File: config.mk
export PLATFORM = sky130hd
export DESIGN_NAME = pc_fetch_gen_flat
export DESIGN_NICKNAME = d
export VERILOG_FILES = /design/src/rtl/pc_fetch_gen_if.sv /design/src/rtl/pc_fetch_gen.sv /design/src/flat_wrapper.sv
export SDC_FILE = /design/constraint.sdc
export NUM_CORES = 1
export LEC_CHECK = 0
export CORE_MARGIN = 2
export CORE_UTILIZATION = 49
export DETAILED_ROUTE_END_ITERATION = 10
export GPL_ROUTABILITY_DRIVEN = 0
export GPL_TIMING_DRIVEN = 1
export PLACE_DENSITY_LB_ADDON = 0.08
export SYNTH_ARGS = -nofsm -noshare
export SYNTH_HDL_FRONTEND = slang
export SYNTH_SLANG_ARGS = --single-unit
File: constraint.sdc
create_clock -name CLK -period 3.9 [get_ports CLK]
set_input_delay 0.39 -clock CLK [delete_from_list [all_inputs] [get_ports CLK]]
set_output_delay 0.39 -clock CLK [all_outputs]
set_load 0.005 [all_outputs]
File: src/rtl/pc_fetch_gen_if.sv
// pc_fetch_gen_if
// Groups the fetch-stage PC generator's control inputs and fetch outputs.
//   master : Execute / hazard unit / memory side; drives StallF, PCSrcE,
//            PCTargetE, TrapE, HaltE, Resume, IMemReady and observes outputs.
//   slave  : pc_fetch_gen; drives PCF, PCPlus4F, FetchValidF, MisalignF,
//            Halted, FetchCount.
interface pc_fetch_gen_if #(
    parameter int XLEN  = 32,
    parameter int CNT_W = 32
);
    logic             StallF;
    logic             PCSrcE;
    logic [XLEN-1:0]  PCTargetE;
    logic             TrapE;
    logic             HaltE;
    logic             Resume;
    logic             IMemReady;
    logic [XLEN-1:0]  PCF;
    logic [XLEN-1:0]  PCPlus4F;
    logic             FetchValidF;
    logic             MisalignF;
    logic             Halted;
    logic [CNT_W-1:0] FetchCount;

    modport master (
        output StallF, PCSrcE, PCTargetE, TrapE, HaltE, Resume, IMemReady,
        input  PCF, PCPlus4F, FetchValidF, MisalignF, Halted, FetchCount
    );

    modport slave (
        input  StallF, PCSrcE, PCTargetE, TrapE, HaltE, Resume, IMemReady,
        output PCF, PCPlus4F, FetchValidF, MisalignF, Halted, FetchCount
    );
endinterface

File: src/rtl/pc_fetch_gen.sv
// pc_fetch_gen
// Fetch-stage program-counter generator: reset/trap vectors, redirect from
// Execute with alignment check, memory-ready handshake, halt and fetch counter.
//   CLK : clock, all state updates on posedge
//   RST : asynchronous active-high reset
//   bus : pc_fetch_gen_if slave modport (controls in, PCF and status out)
//
// state | meaning
// BOOT  | one idle cycle after reset, PCF = RESET_VECTOR, no fetch
// RUN   | fetching, next PC chosen by trap/redirect/hold/increment
// HALT  | fetch frozen until Resume, all other controls ignored
module pc_fetch_gen #(
    parameter int              XLEN         = 32,
    parameter int              INSTR_BYTES  = 4,
    parameter logic [XLEN-1:0] RESET_VECTOR = '0,
    parameter logic [XLEN-1:0] TRAP_VECTOR  = 'h100,
    parameter int              CNT_W        = 32
) (
    input  logic CLK,
    input  logic RST,
    pc_fetch_gen_if.slave bus
);

    localparam int              OFF_W = $clog2(INSTR_BYTES);
    localparam logic [XLEN-1:0] INC   = XLEN'(INSTR_BYTES);

    typedef enum logic [1:0] {
        BOOT = 2'd0,
        RUN  = 2'd1,
        HALT = 2'd2
    } state_t;

    state_t           state_q, state_d;
    logic [XLEN-1:0]  pc_q, pc_d;
    logic             valid_q, valid_d;
    logic             misalign_q, misalign_d;
    logic             halted_q, halted_d;
    logic [CNT_W-1:0] cnt_q, cnt_d;

    logic [XLEN-1:0]  pc_plus;
    logic             fetch_done;
    logic             target_misaligned;

    assign pc_plus           = pc_q + INC;
    // valid_q mirrors "state is RUN", so this is the completed-fetch condition.
    assign fetch_done        = valid_q & bus.IMemReady & ~bus.StallF;
    assign target_misaligned = |bus.PCTargetE[OFF_W-1:0];

    always_comb begin
        state_d    = state_q;
        pc_d       = pc_q;
        misalign_d = 1'b0;
        cnt_d      = cnt_q;

        case (state_q)
            BOOT: begin
                state_d = RUN;
            end
            RUN: begin
                if (bus.TrapE) begin
                    pc_d = TRAP_VECTOR;
                end else if (bus.PCSrcE && target_misaligned) begin
                    pc_d       = TRAP_VECTOR;
                    misalign_d = 1'b1;
                end else if (bus.PCSrcE) begin
                    pc_d = bus.PCTargetE;
                end else if (bus.StallF || !bus.IMemReady) begin
                    pc_d = pc_q;
                end else begin
                    pc_d = pc_plus;
                end

                cnt_d = cnt_q + CNT_W'(fetch_done);

                if (bus.HaltE) begin
                    state_d = HALT;
                end
            end
            HALT: begin
                if (bus.Resume) begin
                    state_d = RUN;
                end
            end
            default: begin
                state_d = BOOT;
            end
        endcase

        // Status outputs are registered copies of the next state.
        valid_d  = (state_d == RUN);
        halted_d = (state_d == HALT);
    end

    always_ff @(posedge CLK or posedge RST) begin
        if (RST) begin
            state_q    <= BOOT;
            pc_q       <= RESET_VECTOR;
            valid_q    <= 1'b0;
            misalign_q <= 1'b0;
            halted_q   <= 1'b0;
            cnt_q      <= '0;
        end else begin
            state_q    <= state_d;
            pc_q       <= pc_d;
            valid_q    <= valid_d;
            misalign_q <= misalign_d;
            halted_q   <= halted_d;
            cnt_q      <= cnt_d;
        end
    end

    assign bus.PCF         = pc_q;
    assign bus.PCPlus4F    = pc_plus;
    assign bus.FetchValidF = valid_q;
    assign bus.MisalignF   = misalign_q;
    assign bus.Halted      = halted_q;
    assign bus.FetchCount  = cnt_q;

endmodule

File: src/flat_wrapper.sv
// flat-port wrapper written by rule: the top's interface ports become plain ports
module pc_fetch_gen_flat 
#(
    parameter int              XLEN         = 32,
    parameter int              INSTR_BYTES  = 4,
    parameter logic [XLEN-1:0] RESET_VECTOR = '0,
    parameter logic [XLEN-1:0] TRAP_VECTOR  = 'h100,
    parameter int              CNT_W        = 32
)
  (CLK, RST, bus_StallF, bus_PCSrcE, bus_PCTargetE, bus_TrapE, bus_HaltE, bus_Resume, bus_IMemReady, bus_PCF, bus_PCPlus4F, bus_FetchValidF, bus_MisalignF, bus_Halted, bus_FetchCount);
  pc_fetch_gen_if #(.XLEN(XLEN), .CNT_W(CNT_W)) bus_i ();
  input  logic CLK;
  input  logic RST;
  input wire logic [$bits(bus_i.StallF)-1:0] bus_StallF;
  input wire logic [$bits(bus_i.PCSrcE)-1:0] bus_PCSrcE;
  input wire logic [$bits(bus_i.PCTargetE)-1:0] bus_PCTargetE;
  input wire logic [$bits(bus_i.TrapE)-1:0] bus_TrapE;
  input wire logic [$bits(bus_i.HaltE)-1:0] bus_HaltE;
  input wire logic [$bits(bus_i.Resume)-1:0] bus_Resume;
  input wire logic [$bits(bus_i.IMemReady)-1:0] bus_IMemReady;
  output wire logic [$bits(bus_i.PCF)-1:0] bus_PCF;
  output wire logic [$bits(bus_i.PCPlus4F)-1:0] bus_PCPlus4F;
  output wire logic [$bits(bus_i.FetchValidF)-1:0] bus_FetchValidF;
  output wire logic [$bits(bus_i.MisalignF)-1:0] bus_MisalignF;
  output wire logic [$bits(bus_i.Halted)-1:0] bus_Halted;
  output wire logic [$bits(bus_i.FetchCount)-1:0] bus_FetchCount;
  assign bus_i.StallF = bus_StallF;
  assign bus_i.PCSrcE = bus_PCSrcE;
  assign bus_i.PCTargetE = bus_PCTargetE;
  assign bus_i.TrapE = bus_TrapE;
  assign bus_i.HaltE = bus_HaltE;
  assign bus_i.Resume = bus_Resume;
  assign bus_i.IMemReady = bus_IMemReady;
  assign bus_PCF = bus_i.PCF;
  assign bus_PCPlus4F = bus_i.PCPlus4F;
  assign bus_FetchValidF = bus_i.FetchValidF;
  assign bus_MisalignF = bus_i.MisalignF;
  assign bus_Halted = bus_i.Halted;
  assign bus_FetchCount = bus_i.FetchCount;
  pc_fetch_gen #(.XLEN(XLEN), .INSTR_BYTES(INSTR_BYTES), .RESET_VECTOR(RESET_VECTOR), .TRAP_VECTOR(TRAP_VECTOR), .CNT_W(CNT_W)) u_core (.CLK(CLK), .RST(RST), .bus(bus_i));
endmodule
# ---- Word-level counts from Yosys, hierarchy flattened
# Index checks and enable logic that the tools add are counted.
dict set report op_classes {
  add_sub_neg 2
  eq_ne 5
  mux 10
  n_bitwise 3
  n_reduce_logical 6
}
# op count
set ops {}
lappend ops {{32-bit two-way mux} 4}
lappend ops {{32-bit by 1-bit adder with 32-bit output} 1}
lappend ops {{32-bit by 3-bit adder with 32-bit output, second input constant} 1}
lappend ops {{2-bit case mux with 3 select lines} 1}
lappend ops {{2-bit by 1-bit equality test with 1-bit output, second input constant} 2}
lappend ops {{2-bit equality test, second input constant} 2}
lappend ops {{2-bit two-way mux} 2}
lappend ops {{4-bit by 3-bit != test with 1-bit output, second input constant} 1}
lappend ops {{1-bit two-way mux} 3}
lappend ops {{1-bit bitwise AND} 2}
lappend ops {{2-bit zero test} 1}
lappend ops {{2-bit AND reduction} 1}
lappend ops {{2-bit OR reduction} 1}
lappend ops {{1-bit logical AND} 1}
lappend ops {{1-bit zero test} 1}
lappend ops {{1-bit logical OR} 1}
lappend ops {{1-bit NOT} 1}
dict set report totals {
  register_bits 69
  inputBits 40
}

# ---- Depth between registers and ports, before layout
dict set report depth {
  ltp_word 6
  ltp_mapped 9
  mapped_depth_nobuf 9
}

# ---- Worst setup path before layout
# Ideal clock, no wire load.
dict set report synth_path {
  kind {register to output}
  startpoint {reg u_core.pc_q[2] (netlist: u_core.bus.PCF[2])}
  endpoint {out bus_PCPlus4F[30]}
  arrival_ps 1683
  path_slack_ps 1827
  path_stages_with_launch 6
  path_buffers 0
  path_cell_list {dfrtp_1 ha_1 nand4_2 nor4_4 nand3_1 xnor2_1}
}
dict set report synth_between {
  elab_chain_len 1
}
# item line
set synth_lines {}
lappend synth_lines {{start: declaration} pc_fetch_gen.sv:34} ;# logic [XLEN-1:0] pc_q, pc_d;
lappend synth_lines {{start signal: assignment} pc_fetch_gen.sv:104} ;# pc_q <= pc_d;
lappend synth_lines {{32-bit by 3-bit adder with 32-bit output} pc_fetch_gen.sv:44} ;# assign pc_plus = pc_q + INC;
lappend synth_lines {{end: declaration} flat_wrapper.sv:22} ;# output wire logic [$bits(bus_i.PCPlus4F)-1:0] bus_PCPlus4F;
# Every way passes these cells.

# ---- Final worst setup path
# Ends and elaborated chain as after synthesis.

==> impl_summary.log <==
INFO  metric clkSlewWorstSetupHoldPaths = 80 ps
INFO  metric detail_route.vias_per_cell = 5.73
INFO  metric clk_latency = 340 ps
INFO  metric first_pass_iters = 5
INFO  metric dpl.cell_count = 642
INFO  metric synth.cell_area = 3930 um2
INFO  metric worst_hold_path.num_cells = 1
INFO  metric timing.final.hold_violations = 0
INFO  metric cts_buffers = 9
INFO  metric groute.usage.overall = 0.255
INFO  metric power_per_cell_area = 400 nW/um2
INFO  metric post_synth_edffs = 0
INFO  metric async_flop_share = 1.00
INFO  metric holdWs = 473 ps
INFO  metric critical_path_cell_count = 6
INFO  metric max-vdd-ir-drop = 0.000393 V
INFO  metric insertedDiodeCount = 0
INFO  metric cp_max_fanout = 6
INFO  metric yosys.cell_types.count = 51
INFO  metric layout_setup_ws = 634 ps
INFO  metric place_ws = 1020 ps
INFO  metric die_height = 93.6 um
INFO  metric clkSinkCount = 69
INFO  metric vias = 3770
INFO  metric cpPeakStageDelay = 550 ps
INFO  metric total_power = 2.25 mW
INFO  metric post_route_cells_drive_above_1_share = 0.0629
INFO  metric postLayoutCoreUtil = 0.723
INFO  metric timing.slew.headroom = 0.471
INFO  metric final_nets = 594
INFO  metric ant_nets = 0
INFO  metric achievable-frequency = 306 MHz
INFO  metric cts_tree = done
INFO  metric ys.flop_type = sky130_fd_sc_hd__dfrtp_1
INFO  metric clock_path_buffers = 2
INFO  metric timing.critical_path.required = 3510 ps
INFO  metric synth_sequential_area_ratio = 0.439
INFO  metric grt_pass1_wl = 17500 um
INFO  metric core_area = 7770 um2
INFO  metric cp-start-kind = flop
INFO  metric cap_viol_max_count = 0
INFO  metric critical_path_arrival = 2880 ps
INFO  metric total_nets_after_synthesis = 457
INFO  metric slowest_stage = sky130_fd_sc_hd__nor4_4
INFO  metric worst_setup_path_end_kind = output pin
INFO  metric initial_utilization = 0.506
INFO  metric largest_net_degree_at_the_start_of_global_routing = 38
INFO  metric unrepaired_setup_endpoints_after_global_routing = false
INFO  metric power.static_leakage = 2.32 nW
INFO  metric remaining_drc_errors = 0
INFO  metric layout_cells_excl_fill = 658
INFO  metric path_class = reg -> out
INFO  metric postRouteWirelength = 11100 um
INFO  metric detailedRoute.firstIterationViolations = 270
INFO  metric post_synthesis_register_bit_count = 69
INFO  metric floorplan.io_pins = 139
INFO  metric holdCritPathClass = reg -> reg
INFO  metric post_route_clock_skew = 9.67 ps
INFO  metric timing.critical_path.cells = ha_1 -> nand4_2 -> nor4_4 -> nand3_1 -> xnor2_1 -> clkdlybuf4s50_1
INFO  metric worst_r2r_path_depth = 5
INFO  metric first_global_vias = 3451
INFO  metric cts_root_buffer = sky130_fd_sc_hd__clkbuf_8
INFO  metric core.rowCount = 32
INFO  metric layout_worst_path_cycle_share = 0.837
INFO  metric antenna_found_initial = 0
INFO  metric finalSetupViolCount = 0
INFO  metric placed_wire_length_estimate = 7970 um
INFO  metric postCtsResizedCells = 0
INFO  metric drt-wirelength-per-cell = 16.8 um
INFO  metric htree_levels = 3
INFO  metric status = finished clean
INFO  metric setup_total_negative_slack = 0 ps
INFO  metric io_buffers = 138
INFO  metric die_width = 93.6 um
INFO  metric postLayoutCellArea = 5620 um2
INFO  metric post_cts_hold_buffer_count = 0
INFO  metric max_slew.worst_pin.slew = 792 ps
INFO  metric layout_area_overhead = 42.8%
INFO  metric yosys_warnings = 0
INFO  metric report.final.slew_viol_count = 0
INFO  metric grt-ovfl-total = 0
INFO  metric timing.final.crit_period = 3270 ps
INFO  metric area_of_the_die = 8760 um2
INFO  metric postSynthCellCount = 414
INFO  metric dpl_cell_area = 5400 um2
INFO  metric bufs_and_invs_on_worst_path = 1
INFO  metric post_synth.cell_area_avg = 9.50 um2
INFO  metric post_cts_setup_buffers = 0
INFO  metric worst_path_dominant_cell_family = simple AND/OR/NAND/NOR gates
INFO  metric final.fill_count = 627
[state kept, by name (all words and copies together), names as in the netlist]
register                flops
u_core.bus.PCF             32
u_core.bus.MisalignF        1
u_core.state_q              2
u_core.bus.Halted           1
u_core.bus.FetchValidF      1
u_core.bus.FetchCount      32
[power breakdown]
group / total (mW) / switching (mW) / internal [mW]
registers: 0.930 / 0.131 / 0.799
clock network: 0.661 / 0.295 / 0.366
logic: 0.656 / 0.287 / 0.369
[final cells by class]
class                      count  area, um2  area share
inverter                       9       33.8     0.00601
multi-input combinational    318       2080       0.371
clock buffer                  10        128      0.0227
sequential                    69       1730       0.307
tap                          102        128      0.0227
timing repair buffer         144       1430       0.254
clock inverter                 6       93.8      0.0167
[cell usage after synthesis, types with 2 or more instances]
cell / number / area share
sky130_fd_sc_hd__a21oi_1: 10 / 0.013
sky130_fd_sc_hd__a221o_1: 4 / 0.010
sky130_fd_sc_hd__a22oi_1: 6 / 0.011
sky130_fd_sc_hd__a31oi_1: 5 / 0.0080
sky130_fd_sc_hd__a32oi_1: 3 / 0.0067
sky130_fd_sc_hd__and2_1: 7 / 0.011
sky130_fd_sc_hd__and3_1: 11 / 0.017
sky130_fd_sc_hd__and4_1: 4 / 0.0089
sky130_fd_sc_hd__buf_2: 5 / 0.0064
sky130_fd_sc_hd__buf_4: 2 / 0.0038
sky130_fd_sc_hd__clkbuf_1: 8 / 0.0076
sky130_fd_sc_hd__dfrtp_1: 69 / 0.44
sky130_fd_sc_hd__ha_1: 3 / 0.0095
sky130_fd_sc_hd__inv_1: 9 / 0.0086
sky130_fd_sc_hd__mux2_2: 2 / 0.0057
sky130_fd_sc_hd__mux2i_1: 2 / 0.0051
sky130_fd_sc_hd__nand2_1: 38 / 0.036
sky130_fd_sc_hd__nand3_1: 26 / 0.033
sky130_fd_sc_hd__nand3_4: 2 / 0.0089
sky130_fd_sc_hd__nand4_1: 15 / 0.024
sky130_fd_sc_hd__nand4_2: 2 / 0.0064
sky130_fd_sc_hd__nand4_4: 2 / 0.011
sky130_fd_sc_hd__nor2_1: 33 / 0.031
sky130_fd_sc_hd__nor2b_1: 3 / 0.0048
sky130_fd_sc_hd__nor3_1: 12 / 0.015
sky130_fd_sc_hd__nor3b_1: 3 / 0.0057
sky130_fd_sc_hd__nor4_1: 7 / 0.011
sky130_fd_sc_hd__nor4_4: 2 / 0.011
sky130_fd_sc_hd__o211ai_1: 2 / 0.0038
sky130_fd_sc_hd__o21ai_0: 30 / 0.038
sky130_fd_sc_hd__o21ai_1: 2 / 0.0025
sky130_fd_sc_hd__o22ai_1: 2 / 0.0032
sky130_fd_sc_hd__o2bb2ai_1: 2 / 0.0045
sky130_fd_sc_hd__o311ai_0: 4 / 0.0089
sky130_fd_sc_hd__o311ai_1: 2 / 0.0045
sky130_fd_sc_hd__o31a_1: 2 / 0.0045
sky130_fd_sc_hd__o31ai_1: 2 / 0.0038
sky130_fd_sc_hd__or3_1: 2 / 0.0032
sky130_fd_sc_hd__xnor2_1: 40 / 0.089
sky130_fd_sc_hd__xor2_1: 18 / 0.040
[metal layers]
metal / wire [um] / track usage / up-vias
met1: 4930 / 0.367 / 1811
met3: 913 / 0.0604 / 15
li1: - / - / 1781
met4: 164 / 0.0870 / 0
met5: 0 / 0 / -
met2: 5060 / 0.381 / 163
[logic make-up after synthesis]
group	count (synthesis)	synth area share
simple gates	174	0.249
compound gates	79	0.130
flops	69	0.439
xor+xnor	58	0.129
buf+inv	27	0.0328
mux	4	0.0108
fa+ha+maj	3	0.00954
[worst register-to-register path: stages (launching register included)]
cell and delay, ps:
sky130_fd_sc_hd__dfrtp_1 420, sky130_fd_sc_hd__nor2b_1 610, sky130_fd_sc_hd__o31a_1 630, sky130_fd_sc_hd__nand2_1 230, sky130_fd_sc_hd__o311ai_0 160, sky130_fd_sc_hd__o311ai_1 150
[worst paths after layout]
check / startpoint / slack, ps / endpoint
max in group asynchronous: RST / 2460 / u_core.bus.FetchCount[25]
max: u_core.bus.PCF[2] / 630 / bus_PCPlus4F[30]
max reg2reg: u_core.state_q[1] / 1580 / u_core.bus.PCF[27]
min: u_core.bus.FetchCount[31] / 470 / u_core.bus.FetchCount[31]
min reg2reg: u_core.bus.FetchCount[31] / 470 / u_core.bus.FetchCount[31]
min in group asynchronous: RST / 510 / u_core.bus.PCF[28]
[cells in the final DEF (no fill, tap or decap), types with 8 or more instances in the layout]
cell and n:
sky130_fd_sc_hd__inv_1 8, sky130_fd_sc_hd__and3_1 11, sky130_fd_sc_hd__clkbuf_8 9, sky130_fd_sc_hd__a21oi_1 10, sky130_fd_sc_hd__o21ai_0 30, sky130_fd_sc_hd__xnor2_1 40
sky130_fd_sc_hd__xor2_1 18, sky130_fd_sc_hd__clkdlybuf4s50_1 138, sky130_fd_sc_hd__nor3_1 12, sky130_fd_sc_hd__dfrtp_1 69, sky130_fd_sc_hd__nand3_1 26, sky130_fd_sc_hd__nand4_1 15
sky130_fd_sc_hd__nand2_1 38, sky130_fd_sc_hd__nor2_1 33
Note: power is estimated with default switching activity, not from simulation.
